$ cat config.mk
export PLATFORM = sky130hd
export DESIGN_NAME = ksa_seq_ctrl
export DESIGN_NICKNAME = d
export VERILOG_FILES = /design/src/rtl/ksa_seq_ctrl_pkg.sv /design/src/rtl/ksa_seq_ctrl_slice.sv /design/src/rtl/ksa_seq_ctrl.sv
export SDC_FILE = /design/constraint.sdc
export NUM_CORES = 1
export LEC_CHECK = 0
export CORE_MARGIN = 3
export CORE_UTILIZATION = 49
export DETAILED_ROUTE_END_ITERATION = 10
export HOLD_SLACK_MARGIN = 0.06
export PLACE_DENSITY = 0.85
export SLEW_MARGIN = 20
export SYNTH_ARGS = -nofsm -noshare
export SYNTH_HDL_FRONTEND = slang
export SYNTH_SLANG_ARGS = --single-unit
$ cat constraint.sdc
create_clock -name i_clk -period 7.6 [get_ports i_clk]
set_input_delay 0.76 -clock i_clk [delete_from_list [all_inputs] [get_ports i_clk]]
set_output_delay 0.76 -clock i_clk [all_outputs]
set_load 0.01 [all_outputs]
$ cat src/rtl/ksa_seq_ctrl_pkg.sv
// Shared definitions for the sequential Kogge-Stone adder controller:
// FSM state encodings and default operand/slice widths.
package ksa_seq_ctrl_pkg;

   localparam int DEF_WIDTH = 64;
   localparam int DEF_SLICE = 16;

   typedef enum logic [1:0] {
      ST_IDLE = 2'd0,
      ST_RUN  = 2'd1,
      ST_DONE = 2'd2
   } state_e;

endpackage : ksa_seq_ctrl_pkg

$ cat src/rtl/ksa_seq_ctrl_slice.sv
// Purely combinational W-bit Kogge-Stone adder with carry-in and carry-out.
// The carry-in is folded into the bit-0 generate term, so the prefix tree
// directly yields the carry into every bit position.
module ksa_seq_ctrl_slice #(
   parameter int W = 16
) (
   input  logic [W-1:0] i_a,
   input  logic [W-1:0] i_b,
   input  logic         i_cin,
   output logic [W-1:0] o_sum,
   output logic         o_cout
);

   localparam int L = (W > 1) ? $clog2(W) : 0;

   logic [W-1:0] w_p0;
   logic [W-1:0] w_g0;
   logic [W-1:0] w_gf;
   logic [W:0]   w_c;

   // Pre-processing: bitwise propagate/generate, carry-in merged into bit 0.
   assign w_p0 = i_a ^ i_b;
   assign w_g0 = (i_a & i_b) | W'(w_p0[0] & i_cin);

   // Prefix stages: each level doubles the span of every group (g,p) pair.
   for (genvar lv = 0; lv < L; lv++) begin : g_lvl
      localparam int D = 1 << lv;
      logic [W-1:0] w_gi;
      logic [W-1:0] w_pi;
      logic [W-1:0] w_g;

      if (lv == 0) begin : g_src0
         assign w_gi = w_g0;
         assign w_pi = w_p0;
      end else begin : g_srcn
         assign w_gi = g_lvl[lv-1].w_g;
         assign w_pi = g_lvl[lv-1].g_pp.w_p;
      end

      assign w_g = w_gi | (w_pi & (w_gi << D));

      // The last level only needs group generate, so propagate stops one short.
      if (lv < L - 1) begin : g_pp
         logic [W-1:0] w_p;
         assign w_p = w_pi & (w_pi << D);
      end
   end

   if (L == 0) begin : g_gf_flat
      assign w_gf = w_g0;
   end else begin : g_gf_tree
      assign w_gf = g_lvl[L-1].w_g;
   end

   // Post-processing: carry into bit i is the group generate of bits [i-1:0].
   assign w_c    = {w_gf, i_cin};
   assign o_sum  = w_p0 ^ w_c[W-1:0];
   assign o_cout = w_c[W];

endmodule : ksa_seq_ctrl_slice

$ cat src/rtl/ksa_seq_ctrl.sv
// Sequential WIDTH-bit adder: one SLICE-bit Kogge-Stone slice is reused over
// NS = WIDTH/SLICE beats, least significant slice first, with a valid/ready
// handshake on both the operand and the result side.
module ksa_seq_ctrl
   import ksa_seq_ctrl_pkg::*;
#(
   parameter int WIDTH = DEF_WIDTH,
   parameter int SLICE = DEF_SLICE
) (
   input  logic             i_clk,
   input  logic             i_rst_n,
   input  logic             i_in_valid,
   output logic             o_in_ready,
   input  logic [WIDTH-1:0] i_a,
   input  logic [WIDTH-1:0] i_b,
   input  logic             i_cin,
   output logic             o_out_valid,
   input  logic             i_out_ready,
   output logic [WIDTH-1:0] o_sum,
   output logic             o_cout,
   output logic             o_ovf
);

   localparam int NS = WIDTH / SLICE;
   localparam int CW = (NS > 1) ? $clog2(NS) : 1;

   state_e           r_state;
   state_e           w_next;
   logic [CW-1:0]    r_cnt;
   logic [WIDTH-1:0] r_a;
   logic [WIDTH-1:0] r_b;
   logic [WIDTH-1:0] r_sum;
   logic             r_carry;
   logic             r_cout;
   logic             r_ovf;

   logic             w_accept;
   logic             w_last;
   logic [SLICE-1:0] w_slice_a;
   logic [SLICE-1:0] w_slice_b;
   logic [SLICE-1:0] w_slice_sum;
   logic             w_slice_cout;

   assign w_accept  = i_in_valid & o_in_ready;
   assign w_last    = (r_cnt == CW'(NS - 1));
   assign w_slice_a = r_a[int'(r_cnt) * SLICE +: SLICE];
   assign w_slice_b = r_b[int'(r_cnt) * SLICE +: SLICE];

   ksa_seq_ctrl_slice #(
      .W (SLICE)
   ) u_slice (
      .i_a    (w_slice_a),
      .i_b    (w_slice_b),
      .i_cin  (r_carry),
      .o_sum  (w_slice_sum),
      .o_cout (w_slice_cout)
   );

   // Next-state and handshake decode.
   always_comb begin
      // NOTE: every output of a combinational block gets a default first so no path leaves it unassigned (which would infer a latch).
      w_next      = r_state;
      o_in_ready  = 1'b0;
      o_out_valid = 1'b0;
      case (r_state)
         ST_IDLE: begin
            o_in_ready = 1'b1;
            if (i_in_valid) w_next = ST_RUN;
         end
         ST_RUN: begin
            if (w_last) w_next = ST_DONE;
         end
         ST_DONE: begin
            o_out_valid = 1'b1;
            o_in_ready  = i_out_ready;
            if (i_out_ready) w_next = i_in_valid ? ST_RUN : ST_IDLE;
         end
         default: w_next = ST_IDLE;
      endcase
   end

   // State register; reset aborts any operation in flight.
   always_ff @(posedge i_clk) begin
      // NOTE: clocked state uses non-blocking assignments so all registers update together from pre-edge values.
      if (!i_rst_n) r_state <= ST_IDLE;
      else          r_state <= w_next;
   end

   // Operand capture on accept; held constant through the RUN beats.
   always_ff @(posedge i_clk) begin
      // NOTE: operand registers are pure data, qualified by the FSM, so they carry no reset.
      if (w_accept) begin
         r_a <= i_a;
         r_b <= i_b;
      end
   end

   // Beat counter, carry chain and result registers.
   always_ff @(posedge i_clk) begin
      if (!i_rst_n) begin
         r_cnt   <= '0;
         r_carry <= 1'b0;
         r_sum   <= '0;
         r_cout  <= 1'b0;
         r_ovf   <= 1'b0;
      end else if (w_accept) begin
         r_cnt   <= '0;
         r_carry <= i_cin;
      end else if (r_state == ST_RUN) begin
         r_sum[int'(r_cnt) * SLICE +: SLICE] <= w_slice_sum;
         r_carry <= w_slice_cout;
         if (w_last) begin
            r_cout <= w_slice_cout;
            r_ovf  <= (r_a[WIDTH-1] == r_b[WIDTH-1]) &
                      (w_slice_sum[SLICE-1] != r_a[WIDTH-1]);
         end else begin
            r_cnt <= r_cnt + 1'b1;
         end
      end
   end

   assign o_sum  = r_sum;
   assign o_cout = r_cout;
   assign o_ovf  = r_ovf;

endmodule : ksa_seq_ctrl

==> impl_metrics.json, run 1 <==
{
  "final_max_slew_viol_count": 0,
  "clock-sinks": 199,
  "multi_input_area_sq_mm": 0.00276,
  "finalHoldViolCount": 0,
  "holdWs_ns": 0.474,
  "placed_area_sq_mm": 0.0104,
  "die_area_sq_mm": 0.0183,
  "tightest_slew_ns": 1.08,
  "path_clk_slew_ns": 0.07,
  "io_pins": 201,
  "outcome": "complete, no violations",
  "final_nets": 920,
  "clk_latency_ns": 0.42,
  "min_period_ns": 3.79,
  "route.vias.total": 5585,
  "synth-edff-count": 128,
  "drtAntennaViolNets": 0,
  "die_w_microns": 135,
  "max_freq_mhz": 264,
  "antenna_found_initial": 0,
  "grt_max_degree": 84,
  "diodes": 0,
  "fp.dieH_microns": 135,
  "post_cts_buffers": 0,
  "wl_per_cell_microns": 19.6,
  "cts_root_buf": "clkbuf_16",
  "hpwl_mm": 14.4,
  "placed_cells": 961,
  "syn-cell-area_sq_mm": 0.00817,
  "wirelength_mm": 19.5,
  "cts_tree": "done",
  "peakVddDrop_mv": 0.172,
  "fin_worst_skew_ns": 0.00978,
  "yosysSeqAreaShare_pct": 64.4,
  "route.detailed.vias_per_inst": 5.62,
  "drc": 0,
  "cp_max_fo": 37,
  "ys_ff_latch": 199,
  "arrival_ns": 4.09,
  "synthArstFlopShare_pct": 0,
  "io_buffers": 200,
  "numCtsBuffers": 17,
  "ctsHoldBuffers": 0,
  "max_cap_viol_count": 0,
  "grt_use_total_pct": 21.7,
  "grt_pass1_vias": 5745,
  "clock_path_buffers": 2,
  "period_share_pct": 49.9,
  "fin_setup_tns_ns": 0,
  "end_kind": "flop",
  "final_common_cell": "clkdlybuf4s50_1",
  "row_count": 46,
  "grt_pass1_wl_mm": 30.4,
  "worstPathRequired_ns": 7.90,
  "ys_top_cells_by_area": "edfxtp_1 47%, dfxtp_1 17%, mux4_2 8.8%, a22oi_1 3.7%, nor2b_1 3.4%",
  "drt-pass1-iter-count": 5,
  "fillers": 1083,
  "seq_area_sq_mm": 0.00527,
  "syn_inst": 568,
  "syn_avg_cell_area_sq_um": 14.4,
  "power.density_mw_per_mm2": 232,
  "initialDrtViolationCount": 450,
  "p_leak_uw": 0.00367,
  "initial_core_util_pct": 50.7,
  "rsz0062_at_grt": "false",
  "setup_viol": 0,
  "critPathLaunchType": "flop",
  "slew-limit-headroom_pct": 27.6,
  "synth_area_leader_cell": "edfxtp_1",
  "critical_path_class": "reg -> reg",
  "place_congestion": 0.848,
  "netlist.area_leader.share_pct": 47.0,
  "final_cell_mix": "199 x clkdlybuf4s50_1, 128 x edfxtp_1, 69 x dfxtp_1, 45 x nor2b_1, 40 x a22oi_1",
  "ys_types": 50,
  "drive_gt1_share_pct": 10.9,
  "instances_no_fill": 993,
  "syn2layout_area_growth_pct": 33.7,
  "ys.flop_type": "edfxtp_1",
  "cts.repair.resized": 0,
  "synth_fp_nets": 724,
  "gr-total-overflow": 0,
  "fp.coreArea_sq_mm": 0.0161,
  "postLayoutCellArea_sq_mm": 0.0109,
  "yosysWarnings": 0,
  "htree_levels": 4,
  "hp-class": "reg -> reg"
}
-- state kept, by name (all words and copies together) (netlist names) --
register and count:
o_sum 64, r_a 64, r_b 64, r_cnt 2, r_state 2, o_cout 1, o_ovf 1, r_carry 1
-- per-stage QoR --
stage                     setup WS [ns]  util (%)  total power, uW
after global routing               3.59      67.8             2640
after global placement             3.93      64.3             1690
final                              3.81      67.8             2540
after detailed placement           3.80      64.3             1710
after CTS                          3.79      67.8             2550
after floorplan                   0.734         -             1530
-- cell type report --
cell class	instances	area share, %
Clock buffer	23	4.28
Clock inverter	9	0.847
Inverter	7	0.240
Multi-Input combinational cell	333	25.3
Sequential cell	199	48.2
Tap cell	216	2.47
Timing Repair Buffer	206	18.7
-- critical path, cell delays in order, from the launching register on --
cell and delay (ns):
dfxtp_2 0.96, mux4_2 0.45, fa_1 0.44, fa_1 0.41
a21o_1 0.19, a21oi_2 0.19, o21ai_2 0.10, a311oi_2 0.36
o21a_2 0.29, nand4_1 0.12, o311ai_0 0.16
-- cell families (layout without fill, tap and decap cells) --
group	after synthesis	count (layout)	share of synthesized area (%)
AO/OA/AOI/OAI	116	116	9.74
XOR/XNOR	10	10	1.07
adder cells (fa/ha/maj)	23	23	3.70
buffers and inverters	36	245	1.88
flip-flops	199	199	64.4
multiplexers	32	32	8.82
AND/OR/NAND/NOR	152	152	10.4
-- path summary, 6_finish.rpt --
| path | startpoint | end | slack [ns] | cells past startpoint |
|---|---|---|---|---|
| min reg2reg | o_sum[42]$_SDFFE_PN0P_ | o_sum[42]$_SDFFE_PN0P_ | 0.47 | 2 |
| min | o_sum[42]$_SDFFE_PN0P_ | o_sum[42]$_SDFFE_PN0P_ | 0.47 | 2 |
| max reg2reg | r_cnt[1]$_SDFFE_PP0P_ | o_sum[44]$_SDFFE_PN0P_ | 3.81 | 10 |
| max | r_cnt[1]$_SDFFE_PP0P_ | o_sum[44]$_SDFFE_PN0P_ | 3.81 | 10 |
-- Yosys cell counts (8+ instances only) --
master / n
nand2_1: 24
clkbuf_1: 18
nand3_1: 23
mux4_2: 32
o21ai_0: 28
nor3_1: 8
buf_2: 9
edfxtp_1: 128
a21oi_1: 12
a22oi_1: 40
dfxtp_1: 71
ha_1: 21
and2_1: 10
nor2b_1: 45
nor2_1: 15
-- power breakdown --
group	switching (uW)	total (uW)	internal (uW)
combinational	243	447	204
sequential	23.8	1240	1220
clock	380	852	472
total	647	2540	1890
-- routing by layer --
metal | up-vias | track usage [%] | share of wire (%)
met4 | 0 | 7.11 | 2.2
met1 | 2717 | 27.5 | 39
met2 | 258 | 36.9 | 51
met5 | - | 0 | 0
li1 | 2573 | - | -
met3 | 37 | 5.13 | 7.4
No activity file was read; power rests on OpenSTA's default activity.
==> inputs of run 2 (changes only) <==
clock period = 3.5 ns   (was 7.6 ns; I/O delays follow)
==> impl_metrics.json, run 2 (synthesized netlist as in run 1, its figures left out) <==
{
  "grt_use_total_pct": 22.6,
  "die_w_microns": 135,
  "ctsHoldBuffers": 0,
  "finalHoldViolCount": 0,
  "p_leak_uw": 0.00369,
  "critical_path_class": "reg -> reg",
  "cts.repair.resized": 0,
  "clk_latency_ns": 0.43,
  "clock_path_buffers": 2,
  "dp_slack_ns": 0.118,
  "max_freq_mhz": 297,
  "peakVddDrop_mv": 0.406,
  "fin_setup_tns_ns": 0,
  "die_area_sq_mm": 0.0183,
  "route.detailed.vias_per_inst": 5.66,
  "grt_pass1_vias": 5869,
  "rr_endpoint": "o_sum[28]$_SDFFE_PN0P_",
  "row_count": 46,
  "io_buffers": 200,
  "period_share_pct": 96.2,
  "utilization_pct": 68.2,
  "fp.dieH_microns": 135,
  "cp_slowest_cell": "mux4_2",
  "fin_worst_skew_ns": 0.00900,
  "final_nets": 925,
  "worstPathRequired_ns": 3.83,
  "outcome": "complete, no violations",
  "postLayoutSetupSlackWorst_ns": 0.134,
  "tightest_slew_ns": 1.03,
  "drt-pass1-iter-count": 5,
  "min_period_ns": 3.37,
  "drive_gt1_share_pct": 11.9,
  "crit_family": "compound AO/OA/AOI/OAI gates",
  "final_common_cell": "clkdlybuf4s50_1",
  "min_to": "r_state[1]$_SDFFE_PN0P_",
  "hp-class": "in -> reg",
  "initial_core_util_pct": 50.7,
  "reg2reg_depth": 10,
  "drc": 0,
  "htree_levels": 4,
  "path_buf_inv": 0,
  "wirelength_mm": 20.2,
  "rsz0062_at_grt": "true",
  "cts_tree": "done",
  "r2r_setup_slack_ns": 0.13,
  "arrival_ns": 3.70,
  "antenna_found_initial": 0,
  "holdPathStages": 2,
  "grt_pass1_wl_mm": 31.4,
  "initialDrtViolationCount": 525,
  "end_kind": "flop",
  "io_pins": 201,
  "wl_per_cell_microns": 20.2,
  "rr_startpoint": "r_cnt[0]$_SDFFE_PP0P_",
  "drtAntennaViolNets": 0,
  "fp.coreArea_sq_mm": 0.0161,
  "min_from": "i_rst_n",
  "max_stage_delay_ns": 0.53,
  "post_cts_buffers": 0,
  "cts_root_buf": "clkbuf_16",
  "clock-sinks": 199,
  "slew-limit-headroom_pct": 31.3,
  "cp_cell_sequence": "mux4_2, fa_1, fa_1, a21o_1, a21oi_2, o21ai_2, a311oi_4, o21a_2, nand4_1, o311ai_0",
  "power.density_mw_per_mm2": 505,
  "critPathLaunchType": "flop",
  "grt_max_degree": 68,
  "diodes": 0,
  "numCtsBuffers": 17,
  "path_clk_slew_ns": 0.07,
  "final_cell_mix": "199 x clkdlybuf4s50_1, 128 x edfxtp_1, 69 x dfxtp_1, 45 x nor2b_1, 40 x a22oi_1",
  "setup_viol": 0,
  "hpwl_mm": 15.1,
  "gr-total-overflow": 0,
  "place_congestion": 0.867,
  "final_max_slew_viol_count": 0,
  "max_cap_viol_count": 0,
  "route.vias.total": 5647,
  "syn2layout_area_growth_pct": 34.4,
  "cp_max_fo": 8,
  "path_common_cell": "fa_1"
}
-- run 2: cell count changes in the layout (fill, tap and decap cells not counted), moves of 2 or more --
cell	previous run	this run
buf_4	7	10
clkbuf_1	4	1
clkbuf_8	2	0
clkinv_1	0	2
clkinv_4	2	0
inv_6	2	5
-- run 2: worst register-to-register path: stages (launching register included) --
cell and delay, ns:
dfxtp_4 0.42, mux4_2 0.53, fa_1 0.44, fa_1 0.41, a21o_1 0.19, a21oi_2 0.19, o21ai_2 0.13, a311oi_4 0.41
o21a_2 0.26, nand4_1 0.14, o311ai_0 0.14
-- run 2: metal layers --
metal | global-route usage, % | wire length, microns | part of all wire (%)
met5 | 0 | 0 | 0
met4 | 7.67 | 478 | 2.4
met3 | 6.35 | 1660 | 8.2
met2 | 38.1 | 10300 | 51
met1 | 28.1 | 7770 | 38
-- run 2: power breakdown --
part | total (uW) | internal, uW | switching [uW] | leakage [uW]
clock network | 1850 | 984 | 870 | 0.000259
registers | 2690 | 2640 | 51.6 | 0.00180
logic | 997 | 455 | 542 | 0.00164
-- run 2: how the worst max path moves through the flow --
stage / start / to / slack, ns / cells after the start
6_report: r_cnt[0]$_SDFFE_PP0P_ / o_sum[28]$_SDFFE_PN0P_ / 0.13 / 10
4_1_cts: r_cnt[0]$_SDFFE_PP0P_ / o_ovf$_SDFFE_PN0P_ / 0.06 / 10
3_5_place_dp: r_cnt[0]$_SDFFE_PP0P_ / o_ovf$_SDFFE_PN0P_ / 0.12 / 10
2_1_floorplan: r_cnt[0]$_SDFFE_PP0P_ / o_sum[12]$_SDFFE_PN0P_ / 0.05 / 12
3_3_place_gp: r_cnt[0]$_SDFFE_PP0P_ / o_sum[12]$_SDFFE_PN0P_ / 0.24 / 10
5_1_grt: r_cnt[0]$_SDFFE_PP0P_ / o_sum[42]$_SDFFE_PN0P_ / -0.04 / 9
-- run 2: layout make-up --
type                       instances  area, sq um
fill                            1103         5130
multi-input combinational        333         2780
tap                              216          270
clock buffer                      18          429
inverter                           7         26.3
clock inverter                    14          121
sequential                       199         5270
timing repair buffer             211         2090
-- run 2: metrics by stage --
stage               cells  hold slack (ns)  total power [uW]  instance area, sq um
CTS                   998            0.429              5550                 11000
finish                998            0.460              5540                 11000
floorplan             568            0.449              3310                  8180
detailed placement    966            0.469              3720                 10400
global route          998            0.449              5740                 11000
global placement      966            0.465              3670                 10400
